--- src/rtl/cp0_unit.sv ---
`default_nettype none
// ============================================================================
// Module   : cp0_unit
// Brief    : MIPS coprocessor 0 at the M stage. Decodes MFC0/MTC0/ERET,
//            holds SR/Cause/EPC/PRId/Count/Compare and raises the
//            interrupt/exception flush request.
// Revision : 1.0 - initial release
// ============================================================================
module cp0_unit #(
  parameter int          HW_INT_NUM = 6,
  parameter bit          TIMER_EN   = 1'b1,
  parameter logic [31:0] PRID       = 32'h0000_4D50
) (
  input  logic                  clk,
  input  logic                  reset,
  input  logic [31:0]           Instr,
  input  logic [31:0]           WData,
  input  logic [31:0]           PC,
  input  logic                  InDelaySlot,
  input  logic [4:0]            ExcCodeIn,
  input  logic [HW_INT_NUM-1:0] HWInt,
  output logic [31:0]           RData,
  output logic                  MResultSel,
  output logic                  IsERET,
  output logic                  IntReq,
  output logic [31:0]           EPCOut
);

  localparam logic [4:0] c_REG_COUNT   = 5'd9;
  localparam logic [4:0] c_REG_COMPARE = 5'd11;
  localparam logic [4:0] c_REG_SR      = 5'd12;
  localparam logic [4:0] c_REG_CAUSE   = 5'd13;
  localparam logic [4:0] c_REG_EPC     = 5'd14;
  localparam logic [4:0] c_REG_PRID    = 5'd15;

  // Architectural state (only the defined fields are stored)
  logic [7:0]  im_q, im_d;
  logic        exl_q, exl_d;
  logic        ie_q, ie_d;
  logic        bd_q, bd_d;
  logic [4:0]  exc_q, exc_d;
  logic [7:0]  ip_q, ip_d;
  logic [29:0] epc_q, epc_d;

  logic        w_cop0, w_is_mfc0, w_is_mtc0, w_is_eret, w_mtc0_we;
  logic [4:0]  w_sel;
  logic [7:0]  w_ip_live;
  logic        w_int_pend, w_exc_pend;
  logic [31:0] w_epc_target;
  logic [31:0] w_count, w_compare;
  logic        w_ti;
  logic        w_unused_ok;

  assign w_cop0    = (Instr[31:26] == 6'b010000);
  assign w_is_mfc0 = w_cop0 && (Instr[25:21] == 5'b00000);
  assign w_is_mtc0 = w_cop0 && (Instr[25:21] == 5'b00100);
  assign w_is_eret = w_cop0 && Instr[25] && (Instr[5:0] == 6'b011000);
  assign w_sel     = Instr[15:11];

  // A flushed instruction must not commit its CP0 write
  assign w_mtc0_we = w_is_mtc0 && !IntReq;

  assign MResultSel = w_is_mfc0;
  assign IsERET     = w_is_eret;
  assign EPCOut     = {epc_q, 2'b00};

  assign w_epc_target = InDelaySlot ? (PC - 32'd4) : PC;
  assign w_unused_ok  = &{1'b0, Instr[20:16], Instr[10:6], w_epc_target[1:0]};

  // Next IP value: external lines at IP[2+i], timer ORed into IP[7]
  always_comb begin
    w_ip_live = '0;
    for (int i = 0; i < HW_INT_NUM; i++) begin
      w_ip_live[2+i] = HWInt[i];
    end
    w_ip_live[7] = w_ip_live[7] | w_ti;
  end

  assign w_int_pend = (|(w_ip_live & im_q)) && ie_q && !exl_q;
  assign w_exc_pend = (ExcCodeIn != 5'd0) && !exl_q;
  assign IntReq     = w_int_pend || w_exc_pend;

  // MFC0 read mux
  always_comb begin
    RData = '0;
    case (w_sel)
      c_REG_COUNT:   RData = w_count;
      c_REG_COMPARE: RData = w_compare;
      c_REG_SR:      RData = {16'd0, im_q, 6'd0, exl_q, ie_q};
      c_REG_CAUSE:   RData = {bd_q, w_ti, 14'd0, ip_q, 1'b0, exc_q, 2'b00};
      c_REG_EPC:     RData = {epc_q, 2'b00};
      c_REG_PRID:    RData = PRID;
      default:       RData = '0;
    endcase
  end

  // Next-state for SR/Cause/EPC: exception entry beats ERET beats MTC0
  always_comb begin
    im_d  = im_q;
    exl_d = exl_q;
    ie_d  = ie_q;
    bd_d  = bd_q;
    exc_d = exc_q;
    epc_d = epc_q;
    ip_d  = w_ip_live;
    if (IntReq) begin
      exl_d = 1'b1;
      epc_d = w_epc_target[31:2];
      bd_d  = InDelaySlot;
      exc_d = w_int_pend ? 5'd0 : ExcCodeIn;
    end else if (w_is_eret) begin
      exl_d = 1'b0;
    end else if (w_mtc0_we) begin
      case (w_sel)
        c_REG_SR: begin
          im_d  = WData[15:8];
          exl_d = WData[1];
          ie_d  = WData[0];
        end
        c_REG_EPC: epc_d = WData[31:2];
        default:   ;
      endcase
    end
  end

  // SR/Cause/EPC registers
  always_ff @(posedge clk) begin
    if (reset) begin
      im_q  <= '0;
      exl_q <= 1'b0;
      ie_q  <= 1'b0;
      bd_q  <= 1'b0;
      exc_q <= '0;
      ip_q  <= '0;
      epc_q <= '0;
    end else begin
      im_q  <= im_d;
      exl_q <= exl_d;
      ie_q  <= ie_d;
      bd_q  <= bd_d;
      exc_q <= exc_d;
      ip_q  <= ip_d;
      epc_q <= epc_d;
    end
  end

  generate
    if (TIMER_EN) begin : g_timer
      logic [31:0] count_q, count_d;
      logic [31:0] compare_q, compare_d;
      logic        ti_q, ti_d;
      logic        w_cmp_wr;

      assign w_cmp_wr = w_mtc0_we && (w_sel == c_REG_COMPARE);

      // Free-running counter; a Compare write clears TI even on a match
      always_comb begin
        count_d   = (w_mtc0_we && (w_sel == c_REG_COUNT)) ? WData : count_q + 32'd1;
        compare_d = w_cmp_wr ? WData : compare_q;
        ti_d      = ti_q;
        if (w_cmp_wr) begin
          ti_d = 1'b0;
        end else if ((count_q == compare_q) && (compare_q != 32'd0)) begin
          ti_d = 1'b1;
        end
      end

      // Timer registers
      always_ff @(posedge clk) begin
        if (reset) begin
          count_q   <= '0;
          compare_q <= '0;
          ti_q      <= 1'b0;
        end else begin
          count_q   <= count_d;
          compare_q <= compare_d;
          ti_q      <= ti_d;
        end
      end

      assign w_count   = count_q;
      assign w_compare = compare_q;
      assign w_ti      = ti_q;
    end else begin : g_no_timer
      assign w_count   = '0;
      assign w_compare = '0;
      assign w_ti      = 1'b0;
    end
  endgenerate

endmodule
`default_nettype wire

--- config.mk ---
export PLATFORM = sky130hd
export DESIGN_NAME = cp0_unit
export DESIGN_NICKNAME = d
export VERILOG_FILES = /design/src/rtl/cp0_unit.sv
export SDC_FILE = /design/constraint.sdc
export NUM_CORES = 1
export LEC_CHECK = 0
export BUFFER_PORTS_ARGS = -buffer_cell sky130_fd_sc_hd__buf_2
export CAP_MARGIN = 20
export CORE_UTILIZATION = 48
export DETAILED_ROUTE_END_ITERATION = 6
export MAX_ROUTING_LAYER = met4
export PLACE_DENSITY = 0.88
export RECOVER_POWER = 25
export SLEW_MARGIN = 20
export SYNTH_ARGS = -nofsm -noshare
export SYNTH_HDL_FRONTEND = slang
export SYNTH_SLANG_ARGS = --single-unit
export TNS_END_PERCENT = 30
--- constraint.sdc ---
create_clock -name clk -period 2.3 [get_ports clk]
set_clock_uncertainty 0.2 [all_clocks]
set_input_delay 0.46 -clock clk [delete_from_list [all_inputs] [get_ports clk]]
set_output_delay 0.46 -clock clk [all_outputs]
set_load 0.02 [all_outputs]
==> flow_summary.ini <==
[run_status]
status = finished with violations
violations = setup timing

[sta]
layout_min_cycle_time_ps = 2470
setup_ws_ps = -166
hold_slack_ps = 83.1
rsz0062_at_grt = yes
slew_headroom_pct = 35.5
fmax_ghz = 0.405
final-hold-violation-count = 0
setup_violations = 30
slew_viol_final = 0
worstMarginPinSlew_ps = 968
period_share_pct = 107

[placement]
dp_hpwl_um = 18100
place_area_um2 = 8360
io_buffers = 162
gp_congestion = 1.01

[finish]
final_net_count = 1185
synthToLayoutAreaGrowth_pct = 35.9
final_layout_size_suffix_gt1_share_pct = 27.7
n_antenna_cell = 0
postLayoutCellArea_um2 = 9130

[clock_tree]
cts_buffers = 17
clk_pin_slew_worst_paths_ps = 50
clockBufferDepth = 2
clkSinkCount = 117
root_buffer = clkbuf_16
htreeDepth = 4
cts_tree = yes
cts_hold_buffers = 0
insertion_delay_ps = 410

[floorplan]
die_h_um = 120
core_um2 = 13500
dieArea_um2 = 14500
start_util_pct = 50.0
placementRows = 42
die_x_um = 120
boundaryPins = 177

[yosys]
seq_area_frac_synth_pct = 34.9
ys.flop_type = dfxtp_1
async_flop_share_pct = 0
synth_seq_cells = 117
synth-edff-count = 0
synth_area_per_cell_um2 = 7.83
synth.yosys.warnings = 0
synth_area_um2 = 6720
ys_types = 57
postSynthCellCount = 858

[global_route]
antenna_found_initial = 0
grt.overflow.total = 0
grt_max_degree = 44
grt_first_pass_wirelength_um = 39000
grt_pass1_vias = 7372
gr-usage-all-layers_pct = 35.6

[detailed_routing]
routedWlPerCell_um = 20.3
drc = 0
routed_wl_um = 25600
vias = 7953
dr.pass1.iters = 7
drtIter0Drc = 1069
via_per_inst = 6.31
drtAntennaViolNets = 0

[worst_hold_path]
hp-class = primary input to register

[power_and_ir_drop]
p_leak_nw = 3.65
powerDensity_nw_per_um2 = 607
p_total_mw = 5.54
ir_worst_vdd_v = 0.000543

[setup_path]
critPathCaptureType = output port
reg2reg_slack_ps = 10
critPathLaunchType = primary input
path_max_fanout = 27
required_ps = 1640
path_class = primary input to output port
cp.arrival_ps = 1810

[job]
max-cap-violations = 0
worst paths after layout:
kind              cells past startpoint                           endpoint                 start
setup / recovery                      8                           RData[9]             Instr[15]
hold / removal                        2                 ip_q[4]$_SDFF_PP0_              HWInt[2]
setup reg to reg                      7  g_timer.compare_q[4]$_SDFFE_PP0P_  im_q[4]$_SDFFE_PP0P_
hold reg to reg                       2                  bd_q$_SDFFE_PP0N_     bd_q$_SDFFE_PP0N_
critical path, stage by stage:
cell	delay [ps]
buf_6	90
nand3b_1	240
buf_6	180
nor3_4	160
buf_12	230
a22oi_1	160
nand2_2	110
buf_2	160
area by class of cell:
cell class	instances	area (µm²)
fill	1035	4320
multi-input combinational	653	4150
sequential	117	2340
timing repair buffer	261	1740
clock buffer	22	464
tap	176	220
clock inverter	9	128
inverter	23	86.3
cells by family (layout without fill, tap and decap cells):
group / Yosys count / in the layout / share of synthesized area, %
and+or+nand+nor: 383 / 383 / 27.7
xor gates and xnor gates: 79 / 79 / 10.3
other: 1 / 2 / 0.0558
DFF: 117 / 117 / 34.9
AOI/OAI and AO/OA: 171 / 171 / 19.0
buffers and inverters: 89 / 315 / 5.29
adders and majority gates: 2 / 2 / 0.372
muxes: 16 / 16 / 2.38
synth_stat cells, types with 2 or more instances:
master	number	share of area [%]
nand2b_1	3	0.28
o21a_1	6	0.67
and2_1	4	0.37
a31oi_1	2	0.19
o22ai_1	3	0.28
a22oi_1	21	2.3
nand4_1	22	2.0
or4_4	2	0.34
nor3b_1	3	0.34
inv_1	23	1.3
nor2_1	83	4.6
nor3_1	34	2.5
dfxtp_1	117	35
a221o_1	4	0.60
mux2i_1	16	2.4
nand2_1	145	8.1
and3_1	7	0.65
or2_2	3	0.28
o31ai_1	2	0.22
and4_1	6	0.78
a211oi_1	43	4.8
buf_2	5	0.37
or3_1	4	0.37
a311oi_1	23	3.0
nor2b_1	11	1.0
ha_1	2	0.37
or4_1	3	0.34
nor4_1	24	2.2
o21ai_0	4	0.30
clkbuf_1	55	3.1
nor4_2	2	0.37
nand3_1	15	1.1
buf_1	3	0.17
xor2_1	13	1.7
nand3b_1	3	0.34
buf_4	2	0.22
o31a_1	5	0.65
a21oi_1	36	2.7
xnor2_1	66	8.6
a222oi_1	16	2.4
routing by layer:
metal  up-vias  share of wire, %  global-route usage, %
met4         0               5.5                   19.0
met5         -                 0                      -
li1       3533                 -                      -
met2       629                46                   56.7
met1      3660                37                   43.1
met3       131                12                   6.37
sequential cells by signal, summed over array words and instances, names as in the netlist:
name / flops
exl_q: 1
bd_q: 1
g_timer.compare_q: 32
ie_q: 1
im_q: 8
epc_q: 30
g_timer.count_q: 32
exc_q: 5
ip_q: 6
g_timer.ti_q: 1
stage by stage:
step	instances	utilization, %	TNS, ps	setup slack, ps
4_1_cts	1260	67.3	-1660	-125
3_3_place_gp	1227	62.2	-14040	-255
2_1_floorplan	859	-	-2300	-158
3_5_place_dp	1227	62.2	-18450	-331
5_1_grt	1261	67.9	-4600	-177
6_report	1261	67.9	-2300	-166
layout by cell type, fill, tap and decap left out, types with 21 or more instances in the layout:
master,instances
nor2_1,80
a211oi_1,43
a21oi_1,36
a311oi_1,23
nor3_1,33
buf_4,93
buf_2,112
nor4_1,22
nand4_1,22
clkbuf_1,32
inv_1,21
dfxtp_1,116
nand2_1,139
xnor2_1,66
repair_timing:
action / CTS / global route
resized for setup: 28 / 29
buffers inserted: 2 / 1
endpoints found under the setup margin: 34 / 35
pin swaps: 7 / 5
power breakdown:
part           internal, mW  leakage (nW)  switching (mW)  total (mW)
clock network          1.75         0.282           0.941        2.69
registers              2.10         0.955          0.0682        2.17
logic                 0.278          2.41           0.411       0.689
total                  4.12          3.65            1.42        5.54
No activity file was read; power rests on OpenSTA's default activity.
